## config.mk

```make
export PLATFORM = sky130hd
export DESIGN_NAME = sigdecode_z_multi_top
export DESIGN_NICKNAME = d
export VERILOG_FILES = /design/src/rtl/abr_params_pkg.sv /design/src/rtl/sigdecode_z_defines_pkg.sv /design/src/rtl/sigdecode_z_mode_unit.sv /design/src/rtl/sigdecode_z_multi_top.sv
export SDC_FILE = /design/constraint.sdc
export NUM_CORES = 1
export LEC_CHECK = 0
export CAP_MARGIN = 0
export CORE_UTILIZATION = 51
export DETAILED_ROUTE_END_ITERATION = 7
export GPL_ROUTABILITY_DRIVEN = 0
export PLACE_DENSITY_LB_ADDON = 0.15
export SETUP_SLACK_MARGIN = 0.15
export SYNTH_ARGS = -nofsm -noshare
export SYNTH_HDL_FRONTEND = slang
export SYNTH_SLANG_ARGS = --single-unit
```

## constraint.sdc

```tcl
create_clock -name clk -period 3.8 [get_ports clk]
set_clock_uncertainty 0.1 [all_clocks]
set_input_delay 0.76 -clock clk [delete_from_list [all_inputs] [get_ports clk]]
set_output_delay 0.76 -clock clk [all_outputs]
set_load 0.01 [all_outputs]
```

## src/rtl/abr_params_pkg.sv

```systemverilog
// Shared ML-DSA parameters for the accelerator.
// Modulus and poly-memory address width.
package abr_params_pkg;
  localparam int unsigned ABR_MEM_ADDR_WIDTH = 15;
  localparam logic [22:0] MLDSA_Q = 23'd8380417;
endpackage

```

## src/rtl/sigdecode_z_defines_pkg.sv

```systemverilog
// Types and constants for the signature-z decoder.
// Memory request bundles, gamma1 values, FSM states.
package sigdecode_z_defines_pkg;
  import abr_params_pkg::*;

  localparam int unsigned SIG_MEM_ADDR_W = 13;
  localparam logic [19:0] GAMMA1_17 = 20'h20000;
  localparam logic [19:0] GAMMA1_19 = 20'h80000;

  typedef enum logic [1:0] {
    RW_IDLE  = 2'b00,
    RW_READ  = 2'b01,
    RW_WRITE = 2'b10
  } rw_ops_e;

  typedef struct packed {
    rw_ops_e rd_wr_en;
    logic [ABR_MEM_ADDR_WIDTH-1:0] addr;
  } mem_if_t;

  typedef struct packed {
    rw_ops_e rd_wr_en;
    logic [SIG_MEM_ADDR_W-1:0] addr;
  } sig_mem_if_t;

  typedef enum logic [1:0] {
    SDZ_IDLE,
    SDZ_RUN,
    SDZ_DRAIN,
    SDZ_DONE
  } sdz_state_e;
endpackage

```

## src/rtl/sigdecode_z_mode_unit.sv

```systemverilog
// One-coefficient z decoder: z = gamma1 - x mapped into [0,q).
// Output is registered and forced to 0 when no valid input.
module sigdecode_z_mode_unit
  import abr_params_pkg::*;
  import sigdecode_z_defines_pkg::*;
#(
  parameter int REG_SIZE = 24
) (
  input  logic                clk,
  input  logic                reset_n,
  input  logic                zeroize,
  input  logic                en,
  input  logic                mode,
  input  logic [19:0]         x_i,
  output logic [REG_SIZE-1:0] coef_o
);

  logic [19:0] x;
  logic [19:0] g;
  logic signed [24:0] z;
  logic signed [24:0] zq;
  logic [REG_SIZE-1:0] coef_d;
  logic [REG_SIZE-1:0] coef_q;

  // Subtract from gamma1 and fold negatives up by q
  always_comb begin
    x = mode ? x_i : {2'b00, x_i[17:0]};
    g = mode ? GAMMA1_19 : GAMMA1_17;
    z = $signed({5'b0, g}) - $signed({5'b0, x});
    zq = z[24] ? z + $signed({2'b0, MLDSA_Q}) : z;
    coef_d = '0;
    if (en) coef_d = REG_SIZE'(zq);
  end

  // Coefficient register
  always_ff @(posedge clk or negedge reset_n) begin
    if (!reset_n) coef_q <= '0;
    else if (zeroize) coef_q <= '0;
    else coef_q <= coef_d;
  end

  assign coef_o = coef_q;

endmodule

```

## src/rtl/sigdecode_z_multi_top.sv

```systemverilog
// Multi-lane signature-z decoder: sig memory -> poly memory.
// Optional norm flag: define SIGDECODE_Z_NORM_CHECK_EN.
module sigdecode_z_multi_top
  import abr_params_pkg::*;
  import sigdecode_z_defines_pkg::*;
#(
  parameter int MEM_ADDR_WIDTH = ABR_MEM_ADDR_WIDTH,
  parameter int REG_SIZE       = 24,
  parameter int NUM_PORTS      = 2
) (
  input  logic                        clk,
  input  logic                        reset_n,
  input  logic                        zeroize,
  input  logic                        sigdecode_z_enable,
  input  logic                        gamma1_mode,
  input  logic [2:0]                  num_poly,
  input  logic [SIG_MEM_ADDR_W-1:0]   src_base_addr,
  input  logic [MEM_ADDR_WIDTH-1:0]   dest_base_addr,
  input  logic [19:0]                 norm_bound,
  input  logic                        sigmem_stall,
  output sig_mem_if_t [NUM_PORTS-1:0] sigmem_rd_req,
  input  logic [NUM_PORTS-1:0][3:0][19:0] sigmem_rd_data,
  output mem_if_t [NUM_PORTS-1:0]     mem_wr_req,
  output logic [NUM_PORTS-1:0][3:0][REG_SIZE-1:0] mem_wr_data,
  output logic                        sigdecode_z_busy,
  output logic                        sigdecode_z_done,
  output logic                        z_norm_fail
);

  localparam int CW = 10;
  localparam logic [CW-1:0] STEP = CW'(NUM_PORTS);

  sdz_state_e state_q, state_d;
  logic [CW-1:0] cnt_q, cnt_d;
  logic [CW-1:0] wcnt_q, wcnt_d;
  logic [CW-1:0] total_q, total_d;
  logic mode_q, mode_d;
  logic [SIG_MEM_ADDR_W-1:0] src_q, src_d;
  logic [MEM_ADDR_WIDTH-1:0] dest_q, dest_d;
  sig_mem_if_t [NUM_PORTS-1:0] rd_req_q, rd_req_d;
  mem_if_t [NUM_PORTS-1:0] wr_req_q, wr_req_d;
  logic v_data_q, v_data_d;
  logic pipe_busy;
  logic start;

  assign start = (state_q == SDZ_IDLE) && sigdecode_z_enable;
  assign pipe_busy = (rd_req_q[0].rd_wr_en == RW_READ) || v_data_q ||
                     (wr_req_q[0].rd_wr_en == RW_WRITE);

  // Sequencing, read issue and write-address generation
  always_comb begin
    state_d  = state_q;
    cnt_d    = cnt_q;
    wcnt_d   = wcnt_q;
    total_d  = total_q;
    mode_d   = mode_q;
    src_d    = src_q;
    dest_d   = dest_q;
    rd_req_d = '0;
    wr_req_d = '0;
    v_data_d = (rd_req_q[0].rd_wr_en == RW_READ);
    unique case (state_q)
      SDZ_IDLE: begin
        if (sigdecode_z_enable) begin
          mode_d  = gamma1_mode;
          total_d = CW'({num_poly, 6'd0});
          src_d   = src_base_addr;
          dest_d  = dest_base_addr;
          cnt_d   = '0;
          wcnt_d  = '0;
          state_d = (num_poly == 3'd0) ? SDZ_DONE : SDZ_RUN;
        end
      end
      SDZ_RUN: begin
        if (!sigmem_stall) begin
          for (int p = 0; p < NUM_PORTS; p++) begin
            rd_req_d[p].rd_wr_en = RW_READ;
            rd_req_d[p].addr = src_q + SIG_MEM_ADDR_W'(cnt_q) +
                               SIG_MEM_ADDR_W'(p);
          end
          cnt_d = cnt_q + STEP;
          if (cnt_d == total_q) state_d = SDZ_DRAIN;
        end
      end
      SDZ_DRAIN: if (!pipe_busy) state_d = SDZ_DONE;
      SDZ_DONE:  state_d = SDZ_IDLE;
      default:   state_d = SDZ_IDLE;
    endcase
    if (v_data_q) begin
      for (int p = 0; p < NUM_PORTS; p++) begin
        wr_req_d[p].rd_wr_en = RW_WRITE;
        wr_req_d[p].addr = ABR_MEM_ADDR_WIDTH'(dest_q +
          MEM_ADDR_WIDTH'(wcnt_q) + MEM_ADDR_WIDTH'(p));
      end
      wcnt_d = wcnt_q + STEP;
    end
  end

  // Control state registers
  always_ff @(posedge clk or negedge reset_n) begin
    if (!reset_n) begin
      state_q  <= SDZ_IDLE;
      cnt_q    <= '0;
      wcnt_q   <= '0;
      total_q  <= '0;
      mode_q   <= 1'b0;
      src_q    <= '0;
      dest_q   <= '0;
      rd_req_q <= '0;
      wr_req_q <= '0;
      v_data_q <= 1'b0;
    end else if (zeroize) begin
      state_q  <= SDZ_IDLE;
      cnt_q    <= '0;
      wcnt_q   <= '0;
      total_q  <= '0;
      mode_q   <= 1'b0;
      src_q    <= '0;
      dest_q   <= '0;
      rd_req_q <= '0;
      wr_req_q <= '0;
      v_data_q <= 1'b0;
    end else begin
      state_q  <= state_d;
      cnt_q    <= cnt_d;
      wcnt_q   <= wcnt_d;
      total_q  <= total_d;
      mode_q   <= mode_d;
      src_q    <= src_d;
      dest_q   <= dest_d;
      rd_req_q <= rd_req_d;
      wr_req_q <= wr_req_d;
      v_data_q <= v_data_d;
    end
  end

  for (genvar p = 0; p < NUM_PORTS; p++) begin : g_lane
    for (genvar k = 0; k < 4; k++) begin : g_coef
      sigdecode_z_mode_unit #(.REG_SIZE(REG_SIZE)) u_unit (
        .clk     (clk),
        .reset_n (reset_n),
        .zeroize (zeroize),
        .en      (v_data_q),
        .mode    (mode_q),
        .x_i     (sigmem_rd_data[p][k]),
        .coef_o  (mem_wr_data[p][k])
      );
    end
  end

  assign sigmem_rd_req    = rd_req_q;
  assign mem_wr_req       = wr_req_q;
  assign sigdecode_z_busy = (state_q != SDZ_IDLE);
  assign sigdecode_z_done = (state_q == SDZ_DONE);

`ifdef SIGDECODE_Z_NORM_CHECK_EN
  logic [19:0] bound_q;
  logic fail_q, fail_d;
  logic [22:0] g23;
  logic [22:0] c23;
  logic [22:0] mag;

  // |z| recovered from the folded coefficient; sticky until next start
  always_comb begin
    fail_d = fail_q;
    g23 = mode_q ? {3'b0, GAMMA1_19} : {3'b0, GAMMA1_17};
    c23 = '0;
    mag = '0;
    if (wr_req_q[0].rd_wr_en == RW_WRITE) begin
      for (int p = 0; p < NUM_PORTS; p++) begin
        for (int k = 0; k < 4; k++) begin
          c23 = mem_wr_data[p][k][22:0];
          mag = (c23 <= g23) ? c23 : MLDSA_Q - c23;
          if (mag >= {3'b0, bound_q}) fail_d = 1'b1;
        end
      end
    end
    if (start) fail_d = 1'b0;
  end

  // Norm flag and latched bound
  always_ff @(posedge clk or negedge reset_n) begin
    if (!reset_n) begin
      fail_q  <= 1'b0;
      bound_q <= '0;
    end else if (zeroize) begin
      fail_q  <= 1'b0;
      bound_q <= '0;
    end else begin
      fail_q  <= fail_d;
      if (start) bound_q <= norm_bound;
    end
  end

  assign z_norm_fail = fail_q;
`else
  logic unused_bound;
  assign unused_bound = ^norm_bound;
  assign z_norm_fail  = 1'b0;
`endif

endmodule
```

==> metrics.cfg, run 1 <==
[clock_network]
clock_tree.htree_level_count=2
path_clk_slew_ns=0.06
ctsResizeCount=0
tritoncts=yes
cts.sinks=303
postCtsSetupRepairBufs=0
postCtsHoldBufs=0
cts_made_buffers=36
ctsLongestPathBuffers=3
cts.root.buffer_cell=sky130_fd_sc_hd__clkbuf_16
clk-insertion-delay-late_ns=0.55

[yosys]
most_frequent_cells_after_synthesis=sky130_fd_sc_hd__dfrtp_1, sky130_fd_sc_hd__nor2_1, sky130_fd_sc_hd__xnor2_1
synth_seq_area_share=0.387
synth_area_leaders=sky130_fd_sc_hd__dfrtp_1, sky130_fd_sc_hd__xnor2_1, sky130_fd_sc_hd__nor2_1
synthesized_area_per_cell_sq_um=8.83
yosys.cell_count.top_type=sky130_fd_sc_hd__dfrtp_1
yosys_most_used_dff=sky130_fd_sc_hd__dfrtp_1
ys_seq_elements=303
synthesis.area_sq_um=19600
netlist-cell-type-count=92
number_of_warning_messages_in_the_yosys_log=0
postSynth.asyncResetShare=1.00
syn_inst=2218
yosysTopAreaCellShare=0.387
synth_largest_area_cell=sky130_fd_sc_hd__dfrtp_1
synth_enable_flop_cells=0

[placed_design]
estimated_wirelength_of_the_detail_placed_design_mm=44.5
detailedPlace.worstSlack_ns=-0.0136
placement.io_buffers=450

[grt]
globalRoute.totalOverflow=0
grt_most_used_layer=met2
grt_use_met1=0.367
gr-usage-met3=0.0697
use_met2=0.494
first_global_vias=18100
pin_count_of_the_biggest_net_entering_global_routing=108
number_of_antenna_violations_at_the_first_check_in_global_routing=13
grt_pass1_wl_mm=93.6
groute.usage.overall=0.300

[floorplan]
placeableCoreArea_sq_um=37800
floorplan.die.height_microns=198
start_util=0.519
design.die.area_sq_um=39200
fp-row-count=71
die_x_microns=198
ios=476

[worst_setup_path]
path_common_cell=sky130_fd_sc_hd__or4_1
criticalPathCategory=flop to flop
cp_max_fo=7
slowest_delay_ns=0.55
crit_arrival_ns=3.78
reg2reg_setup_slack_ns=0.36
standard_cell_with_the_maximum_stage_delay_on_the_critical_path=sky130_fd_sc_hd__or4_1
worstSetupEndpointType=flop
timing.critical_path.from_type=flop
path_buf_inv=1
critPathTopFamily=simple AND/OR/NAND/NOR gates
cp_cell_sequence=inv_1, fa_1, nor2b_1, o21ai_0, a21oi_1, o2111ai_1, or4_1, or4_1, and3_1
critical_path_cell_count=9
critical_path_required_ns=4.14
worstRegToRegCells=9

[detailed_routing]
route.detailed.vias_per_inst=5.81
route.detailed.wl_per_inst_microns=18.1
dr.pass1.iters=5
drt.antenna.violating_nets=0
detailed_route_via_count=19000
detail_route.iter0.violations=1345
drc=0
drt-total-wl_mm=59.1

[flow_run]
timing.max_cap.violations=0

[sta]
relSlewSlack=0.419
slew_violations=0
finalHoldViolCount=0
layout_worst_path_cycle_share=0.906
tightestPinTransition_ns=0.865
finalWorstSetupSlack_ns=0.357
final-setup-viol-count=0
fin_crit_period_ns=3.44
max_clock_freq_mhz=290
rsz_0062_raised_after_global_routing=false
fin_worst_hold_slack_ns=0.164

[power]
max_rail_drop_vdd_uv=279
total_power_per_unit_cell_area_nw_per_um2=346
leakage_nw=11.0

[final_layout]
multi_input_comb_area_sq_um=11300
area.sequential_sq_um=7580
nets_final=2998
post_route_cells_drive_above_1_share=0.0873
syn2layout_area_growth_pct=35.2
nFillCells=2925

[hold_path]
worstHoldPathType=primary input to async pin

[run_status]
run_status=finished, final reports clean

## placed cells by master (no fill, tap or decap), types with 11 or more instances in the layout
cell type,instances
sky130_fd_sc_hd__mux2i_1,11
sky130_fd_sc_hd__nor4_1,42
sky130_fd_sc_hd__and2_1,34
sky130_fd_sc_hd__dfrtp_1,303
sky130_fd_sc_hd__o21a_1,25
sky130_fd_sc_hd__o31a_1,11
sky130_fd_sc_hd__nand3b_1,17
sky130_fd_sc_hd__clkbuf_16,37
sky130_fd_sc_hd__ha_1,57
sky130_fd_sc_hd__nor2b_1,22
sky130_fd_sc_hd__a21o_1,21
sky130_fd_sc_hd__nor3_1,91
sky130_fd_sc_hd__conb_1,15
sky130_fd_sc_hd__or3_1,35
sky130_fd_sc_hd__nand2b_1,24
sky130_fd_sc_hd__nand4_1,37
sky130_fd_sc_hd__o21ai_0,96
sky130_fd_sc_hd__a211oi_1,18
sky130_fd_sc_hd__a22o_1,33
sky130_fd_sc_hd__nand3_1,69
sky130_fd_sc_hd__nor2_1,287
sky130_fd_sc_hd__a31oi_1,32
sky130_fd_sc_hd__clkdlybuf4s50_1,449
sky130_fd_sc_hd__or4_1,20
sky130_fd_sc_hd__a311oi_1,13
sky130_fd_sc_hd__and4_1,11
sky130_fd_sc_hd__xnor2_1,161
sky130_fd_sc_hd__o31ai_1,22
sky130_fd_sc_hd__inv_1,73
sky130_fd_sc_hd__and3_1,24
sky130_fd_sc_hd__a21oi_1,90
sky130_fd_sc_hd__xor2_1,69
sky130_fd_sc_hd__or2_2,18
sky130_fd_sc_hd__o211ai_1,23
sky130_fd_sc_hd__nor3b_1,14
sky130_fd_sc_hd__buf_4,115
sky130_fd_sc_hd__nand2_1,124
## flip-flops by register name (all words and copies together) (netlist names), 3 cells and up
signal,cells
total_q,3
cnt_q,9
g_lane.g_coef.u_unit.coef_o,192
wcnt_q,9
mem_wr_req,31
sigmem_rd_req,27
src_q,13
dest_q,15
## where the power goes
part           internal, mW  switching (mW)
Sequential             3.35          0.0940
Combinational         0.986            1.24
Clock                  2.09            1.39
Total                  6.43            2.72
## kinds of logic after synthesis
family	Yosys count	synth area share
muxes	14	0.00735
DFF	303	0.387
adders and majority gates	59	0.0385
buffers and inverters	192	0.0399
other	2	0.000384
AOI/OAI and AO/OA	497	0.177
and+or+nand+nor	920	0.246
xor gates and xnor gates	231	0.104
## per-layer routing
metal,up-vias,part of all wire,wire length [microns]
met5,-,0.00069,41
met4,6,0.046,2690
met3,167,0.085,5020
met2,830,0.47,27900
met1,9002,0.40,23400
li1,8995,-,-
## stage by stage
| stage | power [mW] | cell area, sq um | util | instances | setup TNS, ns |
|---|---|---|---|---|---|
| floorplan | 4.77 | 19600 | - | 2231 | 0 |
| global placement | 5.63 | 25300 | 0.669 | 3195 | 0 |
| global route | 9.58 | 26500 | 0.701 | 3267 | 0 |
| CTS | 9.21 | 26400 | 0.700 | 3259 | 0 |
| detailed placement | 5.69 | 25300 | 0.669 | 3195 | -0.0136 |
| finish | 9.16 | 26500 | 0.701 | 3269 | 0 |
## layout make-up
class,count,area share
Sequential cell,303,0.287
Antenna cell,10,0.000946
Timing Repair Buffer,570,0.207
Clock buffer,49,0.0386
Multi-Input combinational cell,1736,0.426
Tap cell,511,0.0242
Clock inverter,15,0.00624
Inverter,75,0.0106
## final timing paths
path,from,end
max,wcnt_q[1]$_DFFE_PN0P_,mem_wr_req[31]$_DFF_PN0_
min,reset_n,g_lane[1].g_coef[1].u_unit.coef_o[23]$_DFF_PN0_
max reg2reg,wcnt_q[1]$_DFFE_PN0P_,mem_wr_req[31]$_DFF_PN0_
min reg2reg,wcnt_q[9]$_DFFE_PN0P_,wcnt_q[9]$_DFFE_PN0P_
max in group asynchronous,reset_n,g_lane[0].g_coef[3].u_unit.coef_o[3]$_DFF_PN0_
min in group clk,wcnt_q[9]$_DFFE_PN0P_,wcnt_q[9]$_DFFE_PN0P_
Power figures use the tool's default switching activity.
==> inputs of run 2 (changes only) <==
SKIP_CTS_REPAIR_TIMING = 1   (was not set)
==> results of run 2 <==
Same layout as run 1: the final DEF is identical, and so are final timing and power.
